`config.mk`:
```
export PLATFORM = sky130hd
export DESIGN_NAME = nibble_serial_adder
export DESIGN_NICKNAME = d
export VERILOG_FILES = /design/src/rtl/nibble_serial_adder_pkg.sv /design/src/rtl/nibble_serial_adder_cla.sv /design/src/rtl/nibble_serial_adder.sv
export SDC_FILE = /design/constraint.sdc
export NUM_CORES = 1
export LEC_CHECK = 0
export CORE_MARGIN = 2
export CORE_UTILIZATION = 50
export CTS_CLUSTER_SIZE = 16
export DETAILED_ROUTE_END_ITERATION = 8
export GPL_TIMING_DRIVEN = 0
export PLACE_DENSITY = 0.84
export SYNTH_ARGS = -nofsm -noshare
export SYNTH_HDL_FRONTEND = slang
export SYNTH_HIERARCHICAL = 1
export SYNTH_SLANG_ARGS = --single-unit
```
`constraint.sdc`:
```
create_clock -name clk -period 3 [get_ports clk]
set_input_delay 0.9 -clock clk [delete_from_list [all_inputs] [get_ports clk]]
set_output_delay 0.9 -clock clk [all_outputs]
set_load 0.05 [all_outputs]
```
`src/rtl/nibble_serial_adder_pkg.sv`:
```
// Shared types and sizing helpers for the nibble-serial adder.
package nibble_serial_adder_pkg;

  // Sequencer states (2-bit encoding).
  typedef enum logic [1:0] {
    ST_IDLE = 2'd0,
    ST_RUN  = 2'd1,
    ST_DONE = 2'd2
  } state_e;

  // Width of the carry-lookahead slice; the slice adder is hard-wired to 4 bits.
  localparam int SLICE_W = 4;

  // Number of slice passes needed for a WIDTH-bit operand.
  function automatic int nslices(input int width);
    return width / SLICE_W;
  endfunction

  // Nibble index width, never narrower than one bit (WIDTH == SLICE_W case).
  function automatic int idx_w(input int n);
    return (n <= 1) ? 1 : $clog2(n);
  endfunction

endpackage

```
`src/rtl/nibble_serial_adder_cla.sv`:
```
// 4-bit generate/propagate carry-lookahead adder slice, purely combinational.
// Also exposes the carry into bit 3 so the sequencer can derive signed overflow.
module nibble_cla
  import nibble_serial_adder_pkg::*;
(
  input  logic [SLICE_W-1:0] a,
  input  logic [SLICE_W-1:0] b,
  input  logic               ci,
  output logic [SLICE_W-1:0] s,
  output logic               co,
  output logic               c3
);

  logic [SLICE_W-1:0] g;
  logic [SLICE_W-1:0] p;
  logic [SLICE_W:0]   c;

  // Flattened lookahead equations: every carry depends only on g, p and ci.
  always_comb begin
    g    = a & b;
    p    = a ^ b;
    c[0] = ci;
    c[1] = g[0] | (p[0] & ci);
    c[2] = g[1] | (p[1] & g[0]) | (p[1] & p[0] & ci);
    c[3] = g[2] | (p[2] & g[1]) | (p[2] & p[1] & g[0]) | (p[2] & p[1] & p[0] & ci);
    c[4] = g[3] | (p[3] & g[2]) | (p[3] & p[2] & g[1]) | (p[3] & p[2] & p[1] & g[0])
         | (p[3] & p[2] & p[1] & p[0] & ci);
    s    = p ^ c[SLICE_W-1:0];
    co   = c[4];
    c3   = c[3];
  end

endmodule

```
`src/rtl/nibble_serial_adder.sv`:
```
// Multi-cycle WIDTH-bit adder: latches operands on start, then pushes one nibble
// per cycle (LSB first) through a single CLA slice, chaining the carry.
//
//   state   | meaning
//   --------+-----------------------------------------------------------
//   ST_IDLE | waiting for start; result registers hold the last answer
//   ST_RUN  | one nibble added per cycle, idx_q selects the nibble
//   ST_DONE | result complete, done pulses for this single cycle
module nibble_serial_adder
  import nibble_serial_adder_pkg::*;
#(
  parameter int WIDTH = 16,
  parameter int SLICE = 4
) (
  input  logic             clk,
  input  logic             rst,
  input  logic             start,
  input  logic [WIDTH-1:0] a,
  input  logic [WIDTH-1:0] b,
  input  logic             cin,
  output logic             busy,
  output logic             done,
  output logic [WIDTH-1:0] sum,
  output logic             cout,
  output logic             ovf
);

  localparam int NSLICES = nslices(WIDTH);
  localparam int IDX_W   = idx_w(NSLICES);
  localparam logic [IDX_W-1:0] IDX_LAST = IDX_W'(NSLICES - 1);

  // Reject parameterisations the single fixed slice cannot serve.
  if ((SLICE != SLICE_W) || (WIDTH < SLICE) || ((WIDTH % SLICE) != 0)) begin : g_bad_param
    $error("nibble_serial_adder: WIDTH must be a positive multiple of SLICE and SLICE must be 4");
  end

  state_e             state_q, state_d;
  logic [WIDTH-1:0]   a_q, a_d;
  logic [WIDTH-1:0]   b_q, b_d;
  logic               carry_q, carry_d;
  logic [IDX_W-1:0]   idx_q, idx_d;
  logic [WIDTH-1:0]   sum_q, sum_d;
  logic               cout_q, cout_d;
  logic               ovf_q, ovf_d;

  logic [SLICE-1:0]   a_nib;
  logic [SLICE-1:0]   b_nib;
  logic [SLICE-1:0]   s_nib;
  logic               co_nib;
  logic               c3_nib;
  logic               last_nib;

  assign last_nib = (idx_q == IDX_LAST);

  // Select the current operand nibbles with an explicit decode of idx_q.
  always_comb begin
    a_nib = '0;
    b_nib = '0;
    for (int i = 0; i < NSLICES; i++) begin
      if (idx_q == IDX_W'(i)) begin
        a_nib = a_q[i*SLICE +: SLICE];
        b_nib = b_q[i*SLICE +: SLICE];
      end
    end
  end

  nibble_cla u_cla (
    .a  (a_nib),
    .b  (b_nib),
    .ci (carry_q),
    .s  (s_nib),
    .co (co_nib),
    .c3 (c3_nib)
  );

  // State register; reset wins over any concurrent start.
  always_ff @(posedge clk) begin
    if (rst) begin
      state_q <= ST_IDLE;
    end else begin
      state_q <= state_d;
    end
  end

  // Next-state logic.
  always_comb begin
    state_d = state_q;
    unique case (state_q)
      ST_IDLE: if (start)    state_d = ST_RUN;
      ST_RUN:  if (last_nib) state_d = ST_DONE;
      ST_DONE:               state_d = ST_IDLE;
      default:               state_d = ST_IDLE;
    endcase
  end

  // Outputs decoded from state; done is a single-cycle pulse by construction.
  always_comb begin
    busy = (state_q == ST_RUN) || (state_q == ST_DONE);
    done = (state_q == ST_DONE);
    sum  = sum_q;
    cout = cout_q;
    ovf  = ovf_q;
  end

  // Datapath next values: operand capture, nibble write-back, carry chaining.
  always_comb begin
    a_d     = a_q;
    b_d     = b_q;
    carry_d = carry_q;
    idx_d   = idx_q;
    sum_d   = sum_q;
    cout_d  = cout_q;
    ovf_d   = ovf_q;
    unique case (state_q)
      ST_IDLE: begin
        if (start) begin
          a_d     = a;
          b_d     = b;
          carry_d = cin;
          idx_d   = '0;
        end
      end
      ST_RUN: begin
        carry_d = co_nib;
        idx_d   = idx_q + IDX_W'(1);
        for (int i = 0; i < NSLICES; i++) begin
          if (idx_q == IDX_W'(i)) begin
            sum_d[i*SLICE +: SLICE] = s_nib;
          end
        end
        if (last_nib) begin
          cout_d = co_nib;
          ovf_d  = c3_nib ^ co_nib;
        end
      end
      default: ;
    endcase
  end

  // Datapath registers; a mid-run reset discards the partial result entirely.
  always_ff @(posedge clk) begin
    if (rst) begin
      a_q     <= '0;
      b_q     <= '0;
      carry_q <= 1'b0;
      idx_q   <= '0;
      sum_q   <= '0;
      cout_q  <= 1'b0;
      ovf_q   <= 1'b0;
    end else begin
      a_q     <= a_d;
      b_q     <= b_d;
      carry_q <= carry_d;
      idx_q   <= idx_d;
      sum_q   <= sum_d;
      cout_q  <= cout_d;
      ovf_q   <= ovf_d;
    end
  end

endmodule
```
### Yosys cells after proc, flatten, opt, wreduce, memory -nomap -nowiden

Cells that the tools add are included.
W data, S select, Z words.

| storage, ports and cells | value |
|---|---|
| input bits | 36 |
| register bits after elaboration | 55 |
| output and inout port bits | 20 |

| operators by class | value |
|---|---|
| bitwise logic cells | 30 |
| add/subtract/negate cells | 1 |
| equality and inequality tests | 7 |
| reductions and logical operators | 11 |
| muxes and demuxes | 15 |

Operators by type and width:

| cell | count |
|---|---|
| $mux W4 | 8 |
| $and A1 B1 Y1 | 16 |
| $reduce_and A2 Y1 | 7 |
| $or A1 B1 Y1 | 10 |
| $pmux W2 S2 | 2 |
| $xor A4 B4 Y4 | 2 |
| $eq A2 B2 Y1 const B | 3 |
| $mux W2 | 3 |
| $and A4 B4 Y4 | 1 |
| $eq A2 B1 Y1 const B | 2 |
| $logic_not A2 Y1 | 2 |
| $ne A2 B2 Y1 const B | 2 |
| $add A2 B1 Y2 const B | 1 |
| $pmux W1 S2 | 1 |
| $reduce_bool A2 Y1 | 1 |
| $logic_or A1 B1 Y1 | 1 |
| $mux W1 | 1 |
| $xor A1 B1 Y1 | 1 |

### Logic depth before layout (Yosys ltp)

Gate-level depths: netlist of the first run.

| depth | value |
|---|---|
| word-level depth | 12 |
| gate-level depth with buffers | 13 |
| mapped depth without buffers | 12 |

### Cells and area by module

The synthesis of the first run kept the hierarchy.

By module, submodules not included:

| module | instances | seq. area each (µm²) | cells each | area an instance (µm²) |
|---|---|---|---|---|
| nibble_serial_adder | 1 | 1,101.1 | 298 | 2,319.7 |
| nibble_cla | 1 | 0.0 | 18 | 155.1 |

### Least setup slack after synthesis of the first run

No wires, ideal clock.

| path | value |
|---|---|
| kind | register to register |
| from | register idx_q[0] |
| to | register ovf_q (netlist: ovf) |
| setup time | 0.131 ns |
| setup slack | 0.385 ns |
| period minus slack after synthesis | 2.615 ns |
| arrival | 2.484 ns |
| required time | 2.869 ns |
| cell stages (with the launch flop) | 14 |
| cell sequence | dfxtp_1 inv_1 ha_1 nor2b_1 buf_4 a221oi_1 o31ai_1 ha_1 a211oi_2 o21bai_2 a21o_1 xor2_1 nor2_1 nor3_1 |

| on the way | value |
|---|---|
| elaborated cells on any way between the ends | 35 |
| classes of those cells | 3 x eq/ne; 8 x mux; 22 x bitwise; 2 x reduce/logical |

RTL lines:

| element | RTL line | text |
|---|---|---|
| from (decl) | nibble_serial_adder.sv:41 | `logic [IDX_W-1:0] idx_q, idx_d;` |
| from (signal assigned) | nibble_serial_adder.sv:154 | `idx_q <= idx_d;` |
| $logic_not A2 Y1 | nibble_serial_adder.sv:60 | `if (idx_q == IDX_W'(i)) begin` |
| $mux W4 (3 in a row) | nibble_serial_adder.sv:60 |  |
| $mux W4 (*) | nibble_serial_adder.sv:60 |  |
| via a_nib[0] | nibble_serial_adder.sv:46 | `logic [SLICE-1:0] a_nib;` |
| $and A4 B4 Y4 / $xor A4 B4 Y4 (equally long branches) | nibble_serial_adder_cla.sv:20, nibble_serial_adder_cla.sv:21 |  |
| $and A1 B1 Y1 | nibble_serial_adder_cla.sv:25 | `c[3] = g[2] \| (p[2] & g[1]) \| (p[2] & p[1] & g[0]) \| (p[2] & p[1] & p[0] & ci);` |
| $or A1 B1 Y1 / $and A1 B1 Y1 (equally long branches) | nibble_serial_adder_cla.sv:25 |  |
| $or A1 B1 Y1 (*) | nibble_serial_adder_cla.sv:25 |  |
| via c3_nib | nibble_serial_adder.sv:50 | `logic c3_nib;` |
| $xor A1 B1 Y1 (*) | nibble_serial_adder.sv:133 | `ovf_d = c3_nib ^ co_nib;` |
| to (signal assigned) | nibble_serial_adder.sv:157 | `ovf_q <= ovf_d;` |
| to (decl) | nibble_serial_adder.sv:44 | `logic ovf_q, ovf_d;` |

Mark *: on every way through the listed nets, which the timed path passes. The rest lies on a longest branch.
A chain may end at the register's enable or synchronous reset.

### Worst setup path in the final report of the first run

Ends and elaborated chain as after synthesis.

==> results of run 1 <==
==> registers in the layout (all words and copies together), names as in the netlist <==
name     count
state_q      2
a_q         16
carry_q      1
b_q         16
idx_q        2
cout         1
sum         16
ovf          1
==> worst min-delay path, cell delays in order, from the launching register on <==
cell and delay [ns]:
dfxtp_1 0.32, nand2_1 0.05, a21oi_1 0.05
==> cell usage in the layout (no fill, tap or decap), types with 2 or more instances in the layout <==
cell,netlist,layout
nand2_1,96,96
clkdlybuf4s50_1,0,54
a21oi_1,53,53
dfxtp_1,55,53
nand3_1,18,18
inv_1,10,10
clkbuf_1,10,10
nor2b_1,10,10
ha_1,11,10
a221oi_1,9,7
buf_2,6,6
o31ai_1,8,6
nor2_1,5,5
clkbuf_8,0,5
buf_4,4,4
buf_1,3,3
xor2_1,3,3
a221oi_2,0,2
o31ai_2,0,2
nand2b_1,2,2
nor3_1,2,2
dfxtp_2,0,2
==> cell type report <==
type | instances | area (µm²)
sequential | 55 | 1100
multi-input combinational | 228 | 1250
tap | 67 | 83.8
buffer | 23 | 110
clock inverter | 1 | 30.0
clock buffer | 6 | 72.6
inverter | 10 | 37.5
fill | 425 | 1520
timing repair buffer | 54 | 541
==> worst max-delay path by stage <==
stage | start | endpoint | slack (ns) | cells past startpoint
CTS | idx_q[0] | ovf | 0.02 | 13
finish | idx_q[0] | ovf | 0.18 | 13
global placement | idx_q[0] | ovf | 0.10 | 12
detailed placement | idx_q[0] | ovf | 0.02 | 12
floorplan | idx_q[0] | ovf | 0.38 | 13
global route | idx_q[1] | ovf | 0.03 | 12
==> cell families (layout without fill, tap and decap cells) <==
logic type / count (synthesis) / in the layout / synth area share (%)
compound gates: 77 / 77 / 18.8
xor+xnor: 4 / 4 / 1.42
fa+ha+maj: 12 / 12 / 6.37
buf+inv: 33 / 94 / 5.92
flops: 55 / 55 / 44.5
mux: 1 / 1 / 0.404
simple gates: 134 / 134 / 22.6
==> report_power, final <==
group	leakage [nW]	internal, mW	switching, mW
combinational	0.719	0.131	0.178
clock	0.0513	0.245	0.238
sequential	0.450	0.768	0.0231
==> routing by layer <==
metal	global-route usage [%]	up-vias
li1	-	1177
met1	27.9	1083
met2	39.4	64
met3	5.15	18
met4	9.72	0
met5	0	-
==> through the flow <==
| step | power [mW] | utilization [%] |
|---|---|---|
| floorplan | 0.997 | - |
| global placement | 1.10 | 65.2 |
| detailed placement | 1.11 | 65.2 |
| CTS | 1.58 | 67.4 |
| global route | 1.65 | 67.9 |
| finish | 1.58 | 67.9 |
==> what timing repair did <==
item,4_1_cts,5_1_grt
resized for setup,1,8
setup endpoints to repair,1,15
gates cloned,0,0
pin swaps,0,1
==> run metrics, run 1 <==
Max Slew Vio Count=0; H-tree depth=2; Post-DP Area=0.00310 mm²; All-Layer GR Usage=23.0%; DRT iter0 DRCs=about 160; Max Cap Violations=0; CP max FO=8; Clock Tree Buf Depth=2; DRC=0; setup TNS=0 ns; layout cells sized above 1=6.90%; RSZ-0062 raised after global routing=no; clk_skew=0.00739 ns; CTS buffer count=5; HP Start=sum[12]; DR WL met2=2910 µm; hold crit path type=reg -> reg; Yosys top cell area share=44.5%; CP Cell Sequence=inv_1, ha_2, nor2b_1, buf_4, a221oi_2, o31ai_2, ha_1, a211oi_2, o21bai_2, a21o_1, xor2_1, nor2_1, nor3_1; CTS tree=built; Final nets=about 430; Die Ht=74.4 µm; Vias/cell=5.27; final cell count without fillers=444; Place WS=0.0160 ns; I/O Buffers=54; final instance area=0.00323 mm²; max layer used=met4; setup ws final=0.181 ns; met1 wire length=approximately 2500 µm; WHS Path Cells=2; Top delay family on crit path=compound AO/OA/AOI/OAI gates; die footprint=0.00553 mm²; kind of critical path=reg -> reg; post-placement cell count=~440; number of inserted diodes=0; ANT nets after route=0; postcts setup bufs=0; Reg-to-Reg End=ovf; Clock transition at path regs=0.09 ns; Worst Path Buf+Inv=2; GRT overflow=0; Root Driver=clkbuf_8; Area contributors post-synth=dfxtp_1 (44%), nand2_1 (15%), a21oi_1 (11%); Least-Margin Pin Slew=0.522 ns; most common cell in the netlist=nand2_1; RD Place Congestion=0.825; status=finished, final reports clean; Hold Violations, Final=0; Synth Instances=316; vias in the first global route=2227; post-synthesis register bit count=55; sequential fraction of the synthesis area=between 40% and 50%; pin count of the biggest net entering global routing=16; met3 WL post-DR=259 µm; Syn Area/Cell=7.83 µm²; min cycle time layout=2.82 ns; CP required=about 3.2 ns; Worst Path Arrival=3.01 ns; first-pass GRT wire length=9770 µm; CP max stage cell=dfxtp_2; synth unique cells=28; DP HPWL=around 4400 µm; Reg2Reg Depth=13; Crit path largest cell delay=0.35 ns; Critical Path End Type=register; synthesized area=about 0.0025 mm²; wire length per cell=13.2 µm; final period utilization=94.0%; CTS sink count=55; fmax=355 MHz; Initial Util=between 50% and 60%; hold buffers post-CTS=0; Primary FF master, synth=dfxtp_1; P_leak=1.22 nW; initial antenna violation count=0; R2R Path Start=idx_q[0]; final WL=5850 µm; peak supply drop=353 µV; worst hold margin=0.458 ns; Area Growth Syn to Fin=30.5%; Hold EP=sum[12]; Cell Pwr Density=490 mW/mm²; R2R Setup Slk=0.18 ns; Synth Net Count=~360; Final setup viols=0; asr flop ratio synth=0%; relative max-transition margin=about 65%; Core ar.=between 0.004 and 0.005 mm²; most frequent cells after synthesis=nand2_1 (96), dfxtp_1 (55), a21oi_1 (53); Syn. warnings=6; Ports=56; DR pass1 iterations=4; Rows=25; Post-synth EDFFs=0; Vias=2342; clk_lat worst skew=0.31 ns; startpoint types=register; die width=74.4 µm; top cell type by total area after synthesis=dfxtp_1
No activity file was read; power rests on OpenSTA's default activity.
==> run 2: changes to the inputs <==
--- a/config.mk
+++ b/config.mk
@@ -9,7 +9,6 @@
 export CORE_UTILIZATION = 50
 export CTS_CLUSTER_SIZE = 16
 export DETAILED_ROUTE_END_ITERATION = 8
-export GPL_TIMING_DRIVEN = 0
 export PLACE_DENSITY = 0.84
 export SYNTH_ARGS = -nofsm -noshare
 export SYNTH_HDL_FRONTEND = slang
==> run metrics, run 2 (synthesized netlist as in run 1, its figures left out) <==
status=finished, final reports clean (unchanged); CTS tree=built (unchanged); Rows=25 (unchanged); min cycle time layout=2.90 ns (was 2.82 ns); peak supply drop=276 µV (was 353 µV); vias in the first global route=2067 (was 2227); Crit path largest cell delay=0.39 ns (was 0.35 ns); first-pass GRT wire length=8900 µm (was 9770 µm); most common cell after layout, fill and taps aside=nand2_1 (unchanged); Reg2Reg Depth=13 (unchanged); Hold Violations, Final=0 (unchanged); Worst Path Buf+Inv=2 (unchanged); Critical Path End Type=register (unchanged); final period utilization=96.7% (was 94.0%); wire length per cell=12.2 µm (was 13.2 µm); fmax=345 MHz (was 355 MHz); WHS Path Cells=2 (unchanged); Core ar.=0.00475 mm² (unchanged); All-Layer GR Usage=20.2% (was 23.0%); CP Cell Sequence=inv_1, ha_1, nor2b_2, buf_4, a221oi_1, o31ai_1, ha_1, o21ai_1, o21bai_2, a21o_1, xor2_1, nor2_1, nor3_1 (was inv_1, ha_2, nor2b_1, buf_4, a221oi_2, o31ai_2, ha_1, a211oi_2, o21bai_2, a21o_1, xor2_1, nor2_1, nor3_1); final WL=5230 µm (was 5850 µm); P_leak=1.18 nW (was 1.22 nW); most frequent cells in the layout=nand2_1 (96), dfxtp_1 (55), clkdlybuf4s50_1 (54) (was nand2_1 (96), clkdlybuf4s50_1 (54), a21oi_1 (53), dfxtp_1 (53), nand3_1 (18)); number of inserted diodes=0 (unchanged); Die Ht=74.4 µm (unchanged); Ports=56 (unchanged); die width=74.4 µm (unchanged); Vias=2231 (was 2342); pin count of the biggest net entering global routing=44 (was 16); kind of critical path=reg -> reg (unchanged); Worst Path Arrival=3.06 ns (was 3.01 ns); CP required=3.15 ns (was 3.19 ns); I/O Buffers=55 (was 54); Least-Margin Pin Slew=0.746 ns (was 0.522 ns); startpoint types=register (unchanged); ANT nets after route=0 (unchanged); hold buffers post-CTS=0 (unchanged); layout cells sized above 1=6.06% (was 6.90%); CTS buffer count=5 (unchanged); H-tree depth=2 (unchanged); DRC=0 (unchanged); clk_skew=0.00685 ns (was 0.00739 ns); Vias/cell=5.19 (was 5.27); CP max FO=6 (was 8); Max Cap Violations=0 (unchanged); Clock transition at path regs=0.10 ns (was 0.09 ns); die footprint=0.00553 mm² (unchanged); DRT iter0 DRCs=135 (was 158); setup TNS=0 ns (unchanged); hold crit path type=reg -> reg (unchanged); CP max stage cell=dfxtp_1 (was dfxtp_2); RD Place Congestion=0.827 (was 0.825); Top delay family on crit path=compound AO/OA/AOI/OAI gates (unchanged); Root Driver=clkbuf_8 (unchanged); initial antenna violation count=0 (unchanged); relative max-transition margin=50.3% (was 65.2%); DR pass1 iterations=4 (unchanged); most frequent CP cell=ha_1; DP HPWL=3800 µm (was 4400 µm); Initial Util=52.1% (unchanged); clk_lat worst skew=0.30 ns (was 0.31 ns); Final nets=410 (was 425); GRT overflow=0 (unchanged); Max Slew Vio Count=0 (unchanged); Util after Layout=66.4% (was 67.9%); Area Growth Syn to Fin=27.5% (was 30.5%); Cell Pwr Density=467 mW/mm² (was 490 mW/mm²); Final setup viols=0 (unchanged); WP depth=13 (unchanged); CTS sink count=55 (unchanged); Clock Tree Buf Depth=2 (unchanged)
[run 2: cell types whose count changed in the layout (fill, tap and decap cells not counted), sizes merged]
cell / change
buf: -5
clkbuf: -10
clkinvlp: +1
bufinv: -1
clkinv: +1
[run 2: final cells by class]
cell class | instances | area, µm²
clock buffers | 6 | 72.6
clock inverters | 2 | 12.5
fillers | 408 | 1600
inverters | 10 | 37.5
multi-input cells | 228 | 1250
flip-flops and latches | 55 | 1100
well taps | 67 | 83.8
repair buffers | 62 | 598
[run 2: per-stage QoR]
step	hold WS (ns)	power [mW]	setup WS, ns	std cells	cell area [µm²]
floorplan	0.436	0.997	0.385	316	2470
global placement	0.443	1.09	0.290	422	3050
detailed placement	0.447	1.09	0.120	422	3050
CTS	0.460	1.48	0.0955	430	3130
global route	0.481	1.54	-0.124	430	3160
finish	0.455	1.47	0.0992	430	3160
[run 2: timing repair]
item	in CTS	in global routing
buffers inserted	0	0
setup endpoints to repair	0	15
gates resized for setup	0	6
endpoints found under the hold margin	0	0
[run 2: worst paths after layout]
check / startpoint / endpoint / slack (ns)
worst max register to register: idx_q[0] / ovf / 0.1
worst max-delay path: idx_q[0] / ovf / 0.1
worst min-delay path: cout / cout / 0.45
worst min register to register: cout / cout / 0.45
[run 2: metal layers]
metal | global-route usage (%) | up-vias | routed length, µm
li1 | - | 1151 | -
met1 | 24.8 | 1019 | 2310
met2 | 36.7 | 56 | 2680
met3 | 4.47 | 5 | 215
met4 | 3.97 | 0 | 30
met5 | 0 | - | 0
[run 2: where the power goes]
part	internal (mW)	switching (mW)
clock	0.164	0.223
combinational	0.124	0.171
sequential	0.768	0.0232
[run 2: worst reg2reg max path, stage by stage (launching register included)]
cell and delay [ns]:
dfxtp_1 0.39, inv_1 0.10, ha_1 0.26, nor2b_2 0.20
buf_4 0.16, a221oi_1 0.34, o31ai_1 0.15, ha_1 0.35
o21ai_1 0.18, o21bai_2 0.10, a21o_1 0.23, xor2_1 0.16
nor2_1 0.09, nor3_1 0.05
